`config.mk`:
```
export PLATFORM = sky130hd
export DESIGN_NAME = weight_bias_bank
export DESIGN_NICKNAME = d
export VERILOG_FILES = /design/src/rtl/weight_bias_bank.sv
export SDC_FILE = /design/constraint.sdc
export NUM_CORES = 2
export LEC_CHECK = 0
export ABC_AREA = 1
export ABC_CLOCK_PERIOD_IN_PS = 3600
export BUFFER_PORTS_ARGS = -buffer_cell sky130_fd_sc_hd__buf_2
export CAP_MARGIN = 10
export CELL_PAD_IN_SITES_DETAIL_PLACEMENT = 0
export CELL_PAD_IN_SITES_GLOBAL_PLACEMENT = 1
export CORE_ASPECT_RATIO = 1.75
export CORE_UTILIZATION = 46
export CTS_CLUSTER_DIAMETER = 50
export DETAILED_ROUTE_END_ITERATION = 10
export HOLD_SLACK_MARGIN = 0.06
export PLACE_DENSITY = 0.75
export SETUP_SLACK_MARGIN = 0.2
export SYNTH_ARGS = -nofsm -noshare
export SYNTH_HDL_FRONTEND = slang
export SYNTH_SLANG_ARGS = --single-unit
```
`constraint.sdc`:
```
create_clock -name clk -period 3.6 [get_ports clk]
set_clock_uncertainty 0.1 [all_clocks]
set_input_delay 0.9 -clock clk [delete_from_list [all_inputs] [get_ports clk]]
set_output_delay 0.9 -clock clk [all_outputs]
set_load 0.02 [all_outputs]
```
`src/rtl/weight_bias_bank.sv`:
```
// Double-buffered kernel weight/bias store: words stream into a shadow bank and
// a commit copies every shadow kernel to the active bank that the conv datapath reads.
module weight_bias_bank #(
  parameter int DATA_WIDTH  = 16,
  parameter int KERNEL_SIZE = 3,
  parameter int NUM_KERNELS = 4,
  parameter int FRAC_BITS   = 14,
  localparam int KK    = KERNEL_SIZE * KERNEL_SIZE,
  localparam int IDX_W = (NUM_KERNELS > 1) ? $clog2(NUM_KERNELS) : 1
) (
  input  logic                     clk,
  input  logic                     rst_n,
  input  logic                     load_start,
  input  logic [IDX_W-1:0]         load_idx,
  input  logic [DATA_WIDTH-1:0]    load_data,
  input  logic                     load_valid,
  output logic                     load_ready,
  output logic                     load_done,
  output logic                     load_err,
  input  logic                     commit,
  output logic                     commit_done,
  output logic                     busy,
  input  logic                     rd_en,
  input  logic [IDX_W-1:0]         rd_idx,
  output logic                     rd_valid,
  output logic [DATA_WIDTH*KK-1:0] weights,
  output logic [DATA_WIDTH-1:0]    bias
);

  localparam int CNT_W = $clog2(KK + 1);
  localparam int EW    = DATA_WIDTH * (KK + 1);

  // The fixed-point format is informational only, but an impossible split is a setup error.
  if (FRAC_BITS < 0 || FRAC_BITS >= DATA_WIDTH) begin : g_frac_check
    $error("weight_bias_bank: FRAC_BITS must lie in [0, DATA_WIDTH)");
  end

  typedef enum logic {IDLE, LOAD} state_t;

  state_t           state_q, state_d;
  logic [IDX_W-1:0] idx_q;
  logic [CNT_W-1:0] cnt_q;
  logic             commit_pending;
  logic             idx_ok, rd_ok, accept, last_word, copy_now;

  // Each entry holds the KK weights (first word in the MSBs) followed by the bias.
  logic [EW-1:0] shadow [NUM_KERNELS];
  logic [EW-1:0] active [NUM_KERNELS];

  assign idx_ok     = int'(load_idx) < NUM_KERNELS;
  assign rd_ok      = int'(rd_idx) < NUM_KERNELS;
  assign accept     = (state_q == LOAD) && load_valid;
  assign last_word  = cnt_q == CNT_W'(KK);
  assign copy_now   = (state_q == IDLE) && (commit || commit_pending);
  assign load_ready = state_q == LOAD;
  assign busy       = (state_q == LOAD) || commit_pending;

  always_comb begin
    state_d = state_q;
    case (state_q)
      IDLE:    if (load_start && idx_ok) state_d = LOAD;
      LOAD:    if (accept && last_word) state_d = IDLE;
      default: state_d = IDLE;
    endcase
  end

  always_ff @(posedge clk or negedge rst_n) begin
    if (!rst_n) begin
      state_q        <= IDLE;
      idx_q          <= '0;
      cnt_q          <= '0;
      commit_pending <= 1'b0;
      load_done      <= 1'b0;
      load_err       <= 1'b0;
      commit_done    <= 1'b0;
    end else begin
      state_q     <= state_d;
      load_done   <= accept && last_word;
      load_err    <= load_start && ((state_q == LOAD) || !idx_ok);
      commit_done <= copy_now;
      if ((state_q == IDLE) && load_start && idx_ok) begin
        idx_q <= load_idx;
        cnt_q <= '0;
      end else if (accept) begin
        cnt_q <= cnt_q + 1'b1;
      end
      // A commit during a load waits so the copy includes the kernel being finished.
      if (copy_now) commit_pending <= 1'b0;
      else if (commit && (state_q == LOAD)) commit_pending <= 1'b1;
    end
  end

  always_ff @(posedge clk or negedge rst_n) begin
    if (!rst_n) begin
      for (int k = 0; k < NUM_KERNELS; k++) begin
        shadow[k] <= '0;
        active[k] <= '0;
      end
    end else begin
      if (accept) shadow[idx_q][(KK - int'(cnt_q))*DATA_WIDTH +: DATA_WIDTH] <= load_data;
      if (copy_now) begin
        for (int k = 0; k < NUM_KERNELS; k++) active[k] <= shadow[k];
      end
    end
  end

  // A read on the copy edge sees the active bank as it was before that edge.
  always_ff @(posedge clk or negedge rst_n) begin
    if (!rst_n) begin
      rd_valid <= 1'b0;
      weights  <= '0;
      bias     <= '0;
    end else begin
      rd_valid <= rd_en;
      if (rd_en) begin
        if (rd_ok) {weights, bias} <= active[rd_idx];
        else {weights, bias} <= '0;
      end
    end
  end

endmodule
```
### Word-level counts from Yosys, hierarchy flattened

Cells that the tools add are included.

| storage, ports and cells | value |
|---|---|
| register bits after elaboration | 1452 |
| input port bits | 26 |
| logic and storage cells | 54 |

| cells by class | value |
|---|---|
| $add $sub $neg | 3 |
| order comparisons | 3 |
| equal/unequal tests | 1 |
| shifts and indexed selects | 2 |
| multiplexer cells | 13 |
| bitwise operators | 3 |
| reductions and logical operators | 11 |

Operators with widths:

| cell | count |
|---|---|
| $bwmux W640 | 1 |
| $mux W160 | 3 |
| $bmux W160 S2 | 1 |
| $demux W160 S2 | 1 |
| $shift A16 B33 Y160 const A | 1 |
| $shiftx A16 B33 Y160 | 1 |
| $neg A9 Y33 | 1 |
| $mux W4 | 2 |
| $logic_and A1 B1 Y1 | 7 |
| $ge A3 B3 Y1 const B | 2 |
| $not A2 Y3 | 2 |
| $sub A4 B4 Y5 const A | 1 |
| $add A4 B1 Y4 const B | 1 |
| $eq A4 B4 Y1 const B | 1 |
| $mux W1 | 4 |
| $reduce_bool A2 Y1 | 2 |
| $lt A3 B1 Y1 const B | 1 |
| $logic_or A1 B1 Y1 | 2 |
| $pmux W1 S2 | 1 |
| $not A1 Y1 | 1 |

### Depth between registers and ports, before layout

| depth | value |
|---|---|
| word-level depth | 6 |
| depth in mapped cells | 17 |

### Least setup slack after synthesis

Ideal clock, no wire load.

| timing path | value |
|---|---|
| path kind | register -> register |
| from | register cnt_q[1] |
| to | register shadow[502] (netlist name) |
| setup time | 0.118 ns |
| arrival time | 2.852 ns |
| required time | 3.382 ns |
| path slack | 0.530 ns |
| cell stages (with the launch flop) | 17 |
| path buffers | 3 |
| period minus slack after synthesis | 3.070 ns |
| path through | dfrtp_1 -> inv_1 -> ha_1 -> ha_1 -> inv_1 -> nand3_1 -> nor2_1 -> ha_1 -> buf_2 -> nor2_2 -> nand3_1 -> nor3_2 -> buf_4 -> nand3_1 -> clkbuf_1 -> nand2_1 -> nand2_1 |

| on the way | value |
|---|---|
| word-level cells in the longest chain between the ends | 6 |

RTL lines:

| what | RTL line | text |
|---|---|---|
| start: declaration | 42 | `logic [CNT_W-1:0] cnt_q;` |
| start signal: assignment | 85 | `cnt_q <= cnt_q + 1'b1;` |
| $sub A4 B4 Y5 (*) | 100 | `if (accept) shadow[idx_q][(KK - int'(cnt_q))*DATA_WIDTH +: DATA_WIDTH] <= load_data;` |
| $neg A9 Y33 (*) | 100 |  |
| $shift A16 B33 Y160 | 100 |  |
| $mux W160 (implied by the code) | 100 |  |
| $demux W160 S2 | 100 |  |
| $bwmux W640 (*) | 100 |  |
| end signal: indexed assignment | 100 |  |
| end: declaration | 47 | `logic [EW-1:0] shadow [NUM_KERNELS];` |

Every way passes the cells marked *; elsewhere a longest branch is shown, timed or not.
A chain may end at the register's enable or synchronous reset.

### Worst setup path in the final report

| timing path | value |
|---|---|
| from | register cnt_q[1] |
| to | register shadow[31] (netlist name) |

The elaborated chain is that of the path after synthesis.

==> results.ini <==
[final_layout]
layout-drive-gt1-share_pct = 9.55
mostFrequentLayoutCell = nand2_1
nNetsFinal = 7141
register_area_um2 = 36300
area_growth_pct = 14.5
finalInstanceArea_um2 = 68500
multiInputGateArea_um2 = 21100
fillers = 12117
final_cell_mix = 2949 x nand2_1, 1452 x dfrtp_1, 681 x nor2_1
layout.cells.non_filler = 8890

[yosys]
synth_cells = 7016
netlist.area_leader.share_pct = 60.7
syn_area_um2 = 59800
synth_compound_area_share_pct = 7.81
synthTopCellsByArea = dfrtp_1 61%, nand2_1 19%, o21ai_0 5.2%
syn_avg_cell_area_um2 = 8.53
synth_top_area_cell = dfrtp_1
synthAdderAreaFrac_pct = 0.230
synth_warnings = 0
ys_seq_elements = 1452
synthSimpleGateAreaFrac_pct = 27.0
synth_top_family_by_area = simple AND/OR/NAND/NOR gates
synth_mux_area_share_pct = 0
yosysUniqueCellTypes = 27
syn_nets = 7053
synth-xor-area-share_pct = 0.0146
ys_seq_area_share_pct = 60.7

[clocking]
cts_tree = yes
cts_buffer_depth = 3
cts_sinks = 1452
cts_root_buf = clkbuf_16
cts_max_level = 4
clk_latency_ps = 790
cts.clk_slew.worst_paths_ps = 60
numCtsBuffers = 139

[setup_path]
crit_arrival_ps = 3860
worstSetupPathType = flip-flop to flip-flop
r2r-start = cnt_q[1]
cp-end-kind = flip-flop
critPathLaunchType = flip-flop
crit_start = cnt_q[1]
rr_worst_depth = 16
timing.rr.end = shadow[31]
cp.required_ps = 4170
crit_fanout = 7
rrSetupSlack_ps = 310
crit_end = shadow[31]

[placement]
io_buffers = 191
placed_cell_area_um2 = 63500
placed_cells = 8620
dp_slack_ps = 265
gp_congestion = 0.865
dp_hpwl_um = 111000

[power_and_ir_drop]
p_leak_nw = 35.4
ir_drop_mv = 0.883
powerDensity_nw_per_um2 = 706

[drt]
drt-vias-per-instance = 5.36
dr.pass1.iters = 8
ant_nets = 0
wl_per_cell_um = 20.3
via_count = 47627
drc = 14
routed_wl_um = 180000
drtIter0Drc = 3873

[grt]
grt_start_max_net_pins = 191
grt_pass1_vias = 47581
grt_overflow_total = 0
gr-usage-all-layers_pct = 28.0
grt_pass1_wl_um = 283000
antenna_found_initial = 1

[floorplan]
io_pins = 192
die_h_um = 479
die-area_um2 = 132000
row_count = 174
initial_core_util_pct = 46.5
core_um2 = 129000
die_width_um = 275

[timing]
slew-limit-headroom_pct = 28.5
final_hold_viol_count = 0
rsz0062_at_grt = false
maxSlewViolCount = 0
fmax_mhz = 304
finalCritPeriodShare_pct = 91.4
whs_ps = 256
tightest_slew_ps = 1070
fin_ws_ps = 309
fin_setup_tns_ps = 0
period_minus_slack_ps = 3290
setup_violations = 0

[flow_run]
drv_cap = 0

[run_status]
status = finished with violations
violations = DRC

[worst_hold_path]
holdCritPathClass = input port to flip-flop
whs_path_depth = 3

-- layout make-up --
| type | count | area share (%) |
|---|---|---|
| clock buffer | 217 | 6.24 |
| multi-input combinational | 4929 | 30.8 |
| inverter | 147 | 0.833 |
| antenna | 1 | 0.00365 |
| tap | 1672 | 3.05 |
| clock inverter | 37 | 0.661 |
| sequential | 1452 | 53.0 |
| timing repair inverter | 1 | 0.0110 |
| timing repair buffer | 434 | 5.37 |
-- power breakdown --
part	switching, mW	internal [mW]	leakage (nW)
Clock	6.37	8.83	2.33
Sequential	1.44	18.9	19.9
Combinational	9.53	3.29	13.2
Total	17.3	31.0	35.4
-- Yosys cell counts, drive strengths merged --
cell type / number
o21ai: 621
o21a: 1
nand4: 322
nand3: 53
nor2: 691
ha: 11
nor3: 28
xor2: 1
dfrtp: 1452
a21oi: 47
clkbuf: 390
buf: 98
inv: 136
clkinv: 11
a31oi: 160
o211ai: 42
or2: 1
nand2: 2950
o22ai: 1
-- flip-flops by register name (all words and copies together) (netlist names) --
name and flops:
weights 144, bias 16, load_done 1, commit_pending 1, load_err 1, active 640
rd_valid 1, load_ready 1, idx_q 2, commit_done 1, shadow 640, cnt_q 4
-- metrics by stage --
stage                     total power [mW]  util, %
final                                 48.3     53.2
after CTS                             48.5     53.0
after global placement                32.9     49.3
after floorplan                       27.6        -
after global routing                  50.8     53.2
after detailed placement              33.2     49.3
-- cell families (layout without fill, tap and decap cells) --
logic type / count (synthesis) / in the layout
other cells: 0 / 1
fa+ha+maj: 11 / 11
compound gates: 872 / 872
xor+xnor: 1 / 1
simple gates: 4045 / 4045
buf+inv: 635 / 836
flops: 1452 / 1452
-- critical path: stages (launching register included) --
cell and delay [ps]:
dfrtp_1 360, inv_2 70, ha_1 200, ha_1 290, inv_1 80, nand3_1 80
or2_2 300, ha_1 300, nor2_2 140, nand3_2 130, nor3_4 350, buf_12 170
buf_12 150, nand3_2 130, buf_4 200, nand2_1 50, nand2_1 50
-- what timing repair did --
action | CTS | global route
gates resized for setup | 0 | 31
setup buffers | 0 | 6
hold buffers | 1 | 0
endpoints found under the setup margin | 0 | 359
hold endpoints to repair | 51 | 0
-- per-layer routing --
layer	wire [um]	GRT usage (%)
met4	6760	10.5
met1	74600	35.6
met3	8100	3.74
met2	90800	48.2
met5	0	0
-- worst min path at each step --
| stage | slack, ps | from | end |
|---|---|---|---|
| after floorplan | 340 | active[100] | active[100] |
| after global routing | 230 | load_start | load_err |
| after CTS | 220 | load_start | load_err |
| after global placement | 350 | active[431] | active[431] |
| final | 260 | load_start | load_err |
| after detailed placement | 350 | active[431] | active[431] |
Power figures use the tool's default switching activity.
